## config.mk

```make
export PLATFORM = sky130hd
export DESIGN_NAME = tick_period_meter
export DESIGN_NICKNAME = d
export VERILOG_FILES = /design/src/rtl/tick_period_meter.sv
export SDC_FILE = /design/constraint.sdc
export NUM_CORES = 1
export LEC_CHECK = 0
export BUFFER_PORTS_ARGS = -buffer_cell sky130_fd_sc_hd__buf_4
export CORE_MARGIN = 2
export CORE_UTILIZATION = 54
export CTS_BUF_LIST = sky130_fd_sc_hd__clkbuf_4 sky130_fd_sc_hd__clkbuf_8
export CTS_CLUSTER_SIZE = 12
export DETAILED_ROUTE_END_ITERATION = 16
export GPL_TIMING_DRIVEN = 0
export HOLD_SLACK_MARGIN = 0.03
export PLACE_DENSITY = 0.77
export RECOVER_POWER = 50
export SYNTH_ARGS = -nofsm -noshare
export SYNTH_HDL_FRONTEND = slang
export SYNTH_SLANG_ARGS = --single-unit
```

## constraint.sdc

```tcl
create_clock -name iClk -period 1.9 [get_ports iClk]
set_input_delay 0.095 -clock iClk [delete_from_list [all_inputs] [get_ports iClk]]
set_output_delay 0.095 -clock iClk [all_outputs]
set_load 0.02 [all_outputs]
```

## src/rtl/tick_period_meter.sv

```systemverilog
// tick_period_meter
// Measures the number of iClk cycles between consecutive one-cycle strobes.
// Each completed interval is reported on oPeriod with a one-cycle oValid
// pulse. oLocked rises after LOCK_MATCHES consecutive repeats of the same
// period. oTimeout is a level that rises when strobes stop arriving.

module tick_period_meter #(
    parameter int                  CNT_BITS       = 8,
    parameter logic [CNT_BITS-1:0] TIMEOUT_COUNTS = 8'd200,
    parameter int                  LOCK_MATCHES   = 3,
    parameter int                  LOCK_BITS      = 2
) (
    input  logic                iClk,
    input  logic                iRst,
    input  logic                iEnable,
    input  logic                iTick,
    output logic [CNT_BITS-1:0] oPeriod,
    output logic                oValid,
    output logic                oLocked,
    output logic                oTimeout
);

    typedef enum logic [1:0] {
        IDLE    = 2'd0,
        MEASURE = 2'd1,
        TIMEOUT = 2'd2
    } state_t;

    // Last counter value that can still be followed by a strobe without timing out.
    localparam logic [CNT_BITS-1:0]  TimeoutLast = TIMEOUT_COUNTS - {{(CNT_BITS-1){1'b0}}, 1'b1};
    localparam logic [LOCK_BITS-1:0] LockMax     = LOCK_BITS'(LOCK_MATCHES);

    state_t               state;
    logic [CNT_BITS-1:0]  cnt;
    logic [LOCK_BITS-1:0] matchCnt;
    // Set once a measurement exists that the next period may be compared against.
    logic                 havePrev;

    logic [CNT_BITS-1:0]  period;
    logic                 isMatch;
    logic [LOCK_BITS-1:0] nextMatch;

    // Period candidate and the match count it would produce if a strobe arrives now.
    always_comb begin
        period    = cnt + {{(CNT_BITS-1){1'b0}}, 1'b1};
        isMatch   = havePrev && (period == oPeriod);
        nextMatch = {LOCK_BITS{1'b0}};
        if (isMatch) begin
            if (matchCnt == LockMax) begin
                nextMatch = LockMax;
            end else begin
                nextMatch = matchCnt + {{(LOCK_BITS-1){1'b0}}, 1'b1};
            end
        end else begin
            nextMatch = {LOCK_BITS{1'b0}};
        end
    end

    // Measurement state machine with all outputs registered.
    always_ff @(posedge iClk or posedge iRst) begin
        if (iRst) begin
            state    <= IDLE;
            cnt      <= {CNT_BITS{1'b0}};
            matchCnt <= {LOCK_BITS{1'b0}};
            havePrev <= 1'b0;
            oPeriod  <= {CNT_BITS{1'b0}};
            oValid   <= 1'b0;
            oLocked  <= 1'b0;
            oTimeout <= 1'b0;
        end else begin
            oValid <= 1'b0;
            if (!iEnable) begin
                // Disable wins over everything; oPeriod keeps the last result.
                state    <= IDLE;
                cnt      <= {CNT_BITS{1'b0}};
                matchCnt <= {LOCK_BITS{1'b0}};
                havePrev <= 1'b0;
                oLocked  <= 1'b0;
                oTimeout <= 1'b0;
            end else begin
                case (state)
                    IDLE: begin
                        cnt      <= {CNT_BITS{1'b0}};
                        matchCnt <= {LOCK_BITS{1'b0}};
                        havePrev <= 1'b0;
                        if (iTick) begin
                            state <= MEASURE;
                        end else begin
                            state <= IDLE;
                        end
                    end
                    MEASURE: begin
                        if (iTick) begin
                            // A strobe on the last allowed cycle is still a measurement.
                            oPeriod  <= period;
                            oValid   <= 1'b1;
                            oLocked  <= (nextMatch == LockMax);
                            matchCnt <= nextMatch;
                            havePrev <= 1'b1;
                            cnt      <= {CNT_BITS{1'b0}};
                        end else if (cnt == TimeoutLast) begin
                            state    <= TIMEOUT;
                            oTimeout <= 1'b1;
                            oLocked  <= 1'b0;
                            matchCnt <= {LOCK_BITS{1'b0}};
                            havePrev <= 1'b0;
                            cnt      <= {CNT_BITS{1'b0}};
                        end else begin
                            cnt <= cnt + {{(CNT_BITS-1){1'b0}}, 1'b1};
                        end
                    end
                    TIMEOUT: begin
                        cnt <= {CNT_BITS{1'b0}};
                        if (iTick) begin
                            // New reference edge only: no period is reported.
                            oTimeout <= 1'b0;
                            state    <= MEASURE;
                        end else begin
                            oTimeout <= 1'b1;
                        end
                    end
                    default: begin
                        state    <= IDLE;
                        cnt      <= {CNT_BITS{1'b0}};
                        matchCnt <= {LOCK_BITS{1'b0}};
                        havePrev <= 1'b0;
                        oLocked  <= 1'b0;
                        oTimeout <= 1'b0;
                    end
                endcase
            end
        end
    end

endmodule

```

# Yosys cells after proc, flatten, opt, wreduce, memory -nomap -nowiden
# Index checks and enable logic that the tools add are counted.
# Widths: inputs -> output; s select.
[totals]
regBits = 24
[classes]
eq_ne = 13
addsub = 2
n_mux = 31
reduce_logical = 8
[op_table]
columns = ["operator", "n"]
rows = [
  ["$mux 8", 4],
  ["$mux 2", 9],
  ["$mux 1", 13],
  ["$ne 3x3->1 const B", 3],
  ["$reduce_and 3->1", 3],
  ["$add 8x1->8 const B", 1],
  ["$eq 8x8->1", 1],
  ["$eq 8x8->1 const B", 1],
  ["$eq 2x2->1 const B", 3],
  ["$ne 2x2->1 const B", 3],
  ["$pmux 2 s3", 1],
  ["$ne 4x4->1 const B", 1],
  ["$pmux 1 s2", 2],
  ["$pmux 2 s2", 1],
  ["$reduce_and 2->1", 2],
  ["$pmux 1 s3", 1],
  ["$add 2x1->2 const B", 1],
  ["$eq 2x1->1 const B", 1],
  ["$logic_not 2->1", 1],
  ["$reduce_or 2->1", 1],
  ["$logic_and 1x1->1", 1],
]

# Longest topological paths before layout
# Gate-level depths: netlist of the first run.
[logic_depth]
depth_word = 8
ltp_mapped = 8
mapped_depth_nobuf = 7

# Worst setup path before layout of the first run
# Ideal clock, no wire load.
[synth_path]
path_type = "register -> register"
start = "register cnt[0]"
end = "register oLocked"
stages_incl_launch_ff = 7
required_ns = 1.805
arrival_ns = 1.862
period_less_slack_ns = 1.958
slack_ns = -0.058
setup_ns = 0.095
path_cell_list = "dfrtp_1 -> ha_1 -> xor2_1 -> or3_1 -> a2111oi_2 -> nand4_1 -> o31ai_1"
[synth_between]
elab_chain_len = 8
word_cells_on_any_way = 11
[synth_lines]
columns = ["element", "line_no", "source"]
rows = [
  ["from (decl)", "34", "logic [CNT_BITS-1:0] cnt;"],
  ["from (signal assigned)", "63", "cnt <= {CNT_BITS{1'b0}};"],
  ["from (signal assigned)", "75", "cnt <= {CNT_BITS{1'b0}};"],
  ["from (signal assigned)", "83", "cnt <= {CNT_BITS{1'b0}};"],
  ["$add 8x1->8", "45", "period = cnt + {{(CNT_BITS-1){1'b0}}, 1'b1};"],
  ["via period[1]", "39", "logic [CNT_BITS-1:0] period;"],
  ["$eq 8x8->1", "46", "isMatch = havePrev && (period == oPeriod);"],
  ["$logic_and 1x1->1", "46", ""],
  ["$mux 2", "48", "if (isMatch) begin"],
  ["$eq 2x2->1", "97", "oLocked <= (nextMatch == LockMax);"],
  ["$mux 1", "93", "if (iTick) begin"],
  ["$pmux 1 s2", "81", "case (state)"],
  ["$mux 1", "72", "if (!iEnable) begin"],
  ["to (signal assigned)", "97", ""],
  ["to (decl)", "19", "output logic oLocked,"],
]
# The timed path passes the listed nets, and every way through them passes these cells.
# A chain may end at the register's enable or synchronous reset.

# Worst setup path after layout of the first run
# Same ends and word-level chain as after synthesis.

==> flow_summary.json, run 1 <==
{
  "status": "finished, violations left",
  "violations": "negative setup slack",
  "critPathMaxFanout": 3,
  "final_cell_area_um2": 1620,
  "yosysTopAreaCellShare_pct": 44.6,
  "rsz0062_at_grt": "true",
  "cellLeakagePower_uw": 0.000718,
  "m1WireLength_um": 1330,
  "netlist_top_cells_area": "dfrtp_1 45%, o21ai_0 5.6%, nand2_1 5.3%, ha_1 4.6%, xnor2_1 3.9%",
  "cp.required_ns": 2.14,
  "antenna_found_initial": 0,
  "drive_gt1_share_pct": 20.4,
  "avgSynthCellArea_um2": 9.62,
  "diodes": 0,
  "whs_path_depth": 3,
  "critPathKind": "register to register",
  "dieArea_um2": 2910,
  "nFillCells": 184,
  "cellPowerDensity_nw_per_um2": 741,
  "yosys_register_bits": 24,
  "clkLatencyLatePin_ns": 0.32,
  "clock_path_buffers": 2,
  "startpoint_type": "register",
  "synth-seq-area-share_pct": 44.6,
  "route.detailed.drc": 0,
  "wl_met3_um": 127,
  "numPortBuffers": 13,
  "synth_area_um2": 1350,
  "drv_cap": 0,
  "yosysWarnings": 0,
  "rows": 18,
  "place_area_um2": 1480,
  "syn2layout_area_growth_pct": 20.0,
  "timing.final.ws_setup_ns": -0.00909,
  "fmax_mhz": 524,
  "grt_usage_pct": 23.0,
  "cts_inserted_buffers": 3,
  "h-tree-depth": 1,
  "die_y_um": 53.9,
  "fp.coreArea_um2": 2410,
  "fin_setup_tns_ns": -0.00909,
  "drtIter0Drc": 28,
  "die_w_um": 53.9,
  "ios": 15,
  "routed-wl-met2_um": 1480,
  "root_buffer": "clkbuf_4",
  "finalHoldViolCount": 0,
  "tightest_slew_ns": 0.896,
  "yosysTopAreaCell": "dfrtp_1",
  "grt_max_degree": 25,
  "syn-instance-count": 140,
  "post-dp-hpwl_um": 1930,
  "ff2ff_path_depth": 6,
  "endpoint_kind": "register",
  "slew_viol_final": 0,
  "grt_pass1_vias": 1100,
  "synth_nets": 149,
  "wl_per_cell_um": 15.7,
  "peakVddDrop_mv": 0.564,
  "vias": 1128,
  "skew_ns": 0.00485,
  "fin_nets": 173,
  "max-slew-margin-rel_pct": 40.2,
  "globalplace.congestion": 0.856,
  "synth-edff-count": 0,
  "vias_per_cell": 5.88,
  "total_power_uw": 1200,
  "setup_violations": 1,
  "ant_nets": 0,
  "holdCritPathClass": "input port to register",
  "wirelength_um": 3010,
  "clkSinkCount": 24,
  "dr.pass1.iters": 4,
  "grt_pass1_wl_um": 4760,
  "async_flop_share_pct": 100,
  "initial_core_util_pct": 55.9,
  "fin_crit_ns": 1.91,
  "clkTransAtPathRegs_ns": 0.14,
  "crit_arrival_ns": 2.15,
  "synth_cell_types": 43,
  "finish.utilization_pct": 67.0,
  "grt_remaining_overflow": 0,
  "cts_tree": "done",
  "synth_top_flop_cell": "dfrtp_1",
  "period_share_pct": 100,
  "topRoutingLayerUsed": "met4"
}
-- routing by layer --
layer | up-vias | track usage (%)
li1 | 534 | -
met1 | 555 | 29.3
met4 | 0 | 10.7
met3 | 7 | 2.78
met5 | - | 0
met2 | 32 | 38.8
-- cell usage after synthesis, types with 3 or more instances --
library cell  instances
dfrtp_1              24
nand2_1              19
o21ai_0              15
nor2_1                8
inv_1                 7
xnor2_1               6
ha_1                  5
xor2_1                5
clkbuf_1              4
a31oi_1               3
and3_1                3
nand4_1               3
-- layout make-up --
class	count	area [um^2]	share of cell area, %
Multi-Input combinational cell	102	763	47.3
Sequential cell	24	601	37.2
Timing Repair Buffer	20	126	7.82
Buffer	6	38.8	2.40
Tap cell	30	37.5	2.32
Inverter	7	26.3	1.63
Clock buffer	3	22.5	1.39
-- worst paths after layout --
kind                       startpoint         end  slack, ns
min in group asynchronous        iRst      oValid       0.52
max                            cnt[0]     oLocked     -0.009
min reg2reg                   oLocked     oLocked       0.51
max reg2reg                    cnt[0]     oLocked     -0.009
min                           iEnable    state[1]       0.08
max in group asynchronous        iRst  oPeriod[4]       0.84
-- report_power, final --
group | internal [uW] | switching, uW
clock | 74.5 | 161
combinational | 156 | 208
sequential | 551 | 46.1
total | 782 | 415
-- state kept, by name, indices dropped and copies added, names as in the netlist --
name,cells
cnt,8
havePrev,1
matchCnt,2
oLocked,1
oPeriod,8
oTimeout,1
oValid,1
state,2
-- critical path, stage by stage, from the launching register on --
cell	delay, ns
dfrtp_1	0.45
ha_4	0.24
xor2_2	0.14
or3_4	0.38
a2111oi_4	0.19
nand4_1	0.19
o31ai_1	0.24
-- kinds of logic after synthesis --
kind of cell,share of synthesized area (%)
compound gates,18.2
fa+ha+maj,4.65
simple gates,19.1
flops,44.6
mux,1.49
buf+inv,4.83
xor+xnor,7.16
-- through the flow --
| step | setup slack (ns) | hold WS (ns) | cells |
|---|---|---|---|
| after floorplan | 0.00158 | 0.110 | 140 |
| after global placement | -0.238 | 0.335 | 183 |
| after detailed placement | -0.290 | 0.349 | 183 |
| after CTS | -0.0640 | 0.0783 | 191 |
| after global routing | -0.0921 | 0.0849 | 192 |
| final | -0.00909 | 0.0766 | 192 |
-- placed cells by master, fill, tap and decap left out, types with 2 or more instances in the layout --
cell type / Yosys / final
nor3b_1: 2 / 2
nor2b_1: 2 / 2
a21oi_1: 2 / 2
buf_4: 1 / 14
o21ai_1: 1 / 2
a31oi_1: 3 / 3
nor2_1: 8 / 8
clkbuf_1: 4 / 9
clkbuf_4: 0 / 3
mux2i_1: 2 / 2
xor2_1: 5 / 4
nand3_1: 2 / 2
xnor2_1: 6 / 5
inv_1: 7 / 6
o31ai_1: 2 / 2
nand4_1: 3 / 3
o21ai_0: 15 / 14
ha_1: 5 / 3
nand2b_1: 2 / 2
nand2_1: 19 / 19
dfrtp_1: 24 / 24
and3_1: 3 / 3
ha_4: 0 / 2
-- what timing repair did --
| item | CTS | global route |
|---|---|---|
| gates resized for setup | 9 | 7 |
| setup endpoints to repair | 7 | 4 |
| hold buffers | 1 | 0 |
| setup buffers | 5 | 1 |
| endpoints found under the hold margin | 24 | 0 |
| pin swaps | 7 | 3 |
No activity file was read; power rests on OpenSTA's default activity.
==> run 2: changes to the inputs <==
- CORE_ASPECT_RATIO: default -> 1.5
- PLACE_DENSITY: 0.77 -> 0.89
==> run 2 against run 1 <==
  * The run still ends with negative setup slack left
  * Final area is the same
  * Sequential power is essentially flat
  * Utilization increased by 0.42 points
  * Critical path depth unchanged
  * Count of clock-buffer cells in the layout grew 1
  * Critical endpoint unchanged
  * Highest routed layer unchanged
==> flow_summary.json, run 2 (synthesis results as in run 1) <==
{
  "status": "finished, violations left",
  "violations": "negative setup slack",
  "root_buffer": "clkbuf_4",
  "peakVddDrop_mv": 0.626,
  "clkTransAtPathRegs_ns": 0.14,
  "critPathKind": "register to register",
  "rr_endpoint": "oLocked",
  "finalHoldViolCount": 0,
  "route.detailed.drc": 0,
  "ios": 15,
  "antenna_found_initial": 0,
  "die_w_um": 44.8,
  "initial_core_util_pct": 56.2,
  "pwr-share-clk_pct": 22.5,
  "crit_slowest_cell": "dfrtp_1",
  "slew_viol_final": 0,
  "grt_remaining_overflow": 0,
  "slowest_delay_ns": 0.45,
  "cellLeakagePower_uw": 0.000718,
  "clkSinkCount": 24,
  "cp.required_ns": 2.15,
  "fin_nets": 173,
  "rsz0062_at_grt": "true",
  "grt_pass1_vias": 1193,
  "clkLatencyLatePin_ns": 0.34,
  "endpoint": "oLocked",
  "rows": 22,
  "wirelength_um": 3280,
  "globalplace.congestion": 0.842,
  "diodes": 0,
  "intPower_uw": 838,
  "p_seq_share_pct": 47.6,
  "grt_pass1_wl_um": 5550,
  "post-dp-hpwl_um": 2080,
  "fmax_mhz": 502,
  "hp-start": "iEnable",
  "critPathMaxFanout": 3,
  "switching_share_pct": 33.1,
  "cellPowerDensity_nw_per_um2": 776,
  "holdCritPathClass": "input port to register",
  "crit_arrival_ns": 2.25,
  "ff2ff_path_depth": 6,
  "clock_path_buffers": 2,
  "fin_crit_ns": 1.99,
  "startpoint_type": "register",
  "numPortBuffers": 13,
  "setup_violations": 4,
  "r2r-start": "cnt[0]",
  "grt_max_degree": 25,
  "top_regs": "cnt: 8 flops, oPeriod: 8 flops",
  "combPwrFrac_pct": 29.9,
  "h-tree-depth": 1,
  "p_switching_uw": 415,
  "vias": 1169,
  "drive_gt1_share_pct": 21.5,
  "skew_ns": 0.0128,
  "dieArea_um2": 2920,
  "tightest_slew_ns": 0.895,
  "nFillCells": 190,
  "drtIter0Drc": 42,
  "fp.coreArea_um2": 2390,
  "final_cells": 187,
  "drv_cap": 0,
  "grt_usage_pct": 25.9,
  "cts_tree": "done",
  "timing.final.ws_setup_ns": -0.0936,
  "crit_chain": "ha_4 -> xor2_1 -> or3_4 -> a2111oi_4 -> nand4_1 -> o31ai_2",
  "fin_setup_tns_ns": -0.239,
  "syn2layout_area_growth_pct": 20.0,
  "dr.pass1.iters": 4,
  "die_y_um": 65.2,
  "crit_start": "cnt[0]",
  "period_share_pct": 105,
  "layout_common_cells": "23 x dfrtp_1, 19 x nand2_1, 14 x o21ai_0",
  "cts_inserted_buffers": 3,
  "total_power_uw": 1250,
  "vias_per_cell": 6.25,
  "rrSetupSlack_ns": -0.09,
  "final_common_cell": "dfrtp_1",
  "ant_nets": 0,
  "endpoint_kind": "register",
  "wl_per_cell_um": 17.6,
  "dpl.cell_count": 177,
  "max-slew-margin-rel_pct": 40.2
}
[run 2: repair_timing]
item,4_1_cts,5_1_grt
gates resized for setup,14,6
hold endpoints to repair,24,0
hold buffers,1,0
setup endpoints to repair,7,4
pin swaps,10,2
setup buffers,6,0
[run 2: per-stage QoR]
step / area [um^2] / utilization [%] / setup WS (ns) / hold WS (ns)
final: 1620 / 67.5 / -0.0936 / 0.0588
after floorplan: 1350 / - / 0.00158 / 0.110
after global placement: 1470 / 61.5 / -0.252 / 0.318
after global routing: 1620 / 67.5 / -0.153 / 0.0795
after CTS: 1640 / 68.4 / -0.0689 / 0.0754
after detailed placement: 1470 / 61.5 / -0.414 / 0.350
[run 2: routing by layer]
layer  track usage [%]  vias up  share of wire, %
met5                 0        -                 0
met4              11.8        0               3.5
met3              4.12       14               4.0
met2              46.0       36                54
met1              29.3      578                38
li1                  -      541                 -
[run 2: final cells by class]
class / count / area, um^2 / share of cell area (%)
Multi-Input combinational cell: 102 / 762 / 47.2
Sequential cell: 24 / 602 / 37.3
Timing Repair Buffer: 20 / 119 / 7.36
Buffer: 6 / 40.0 / 2.48
Clock buffer: 4 / 36.3 / 2.25
Tap cell: 24 / 30.0 / 1.86
Inverter: 7 / 26.3 / 1.63
[run 2: worst min-delay path by stage]
| stage | to | slack, ns | cells after the start |
|---|---|---|---|
| CTS | state[1] | 0.08 | 3 |
| floorplan | cnt[0] | 0.11 | 1 |
| global placement | oValid | 0.32 | 2 |
| finish | state[1] | 0.06 | 3 |
| global route | oTimeout | 0.08 | 2 |
| detailed placement | cnt[1] | 0.35 | 2 |
[run 2: power groups by stage]
stage	combinational [uW]	clock, uW	sequential, uW
5_1_grt	420	307	603
4_1_cts	376	275	596
3_5_place_dp	308	0	602
6_report	374	282	597
3_3_place_gp	295	0	597
2_1_floorplan	194	0	619
[run 2: critical path, delay by kind of cell, from the launching register on]
family / cells / cell delay [ns]
adders and majority gates: 1 / 0.26
xor gates and xnor gates: 1 / 0.13
AOI/OAI and AO/OA: 2 / 0.50
and+or+nand+nor: 2 / 0.58
DFF: 1 / 0.45
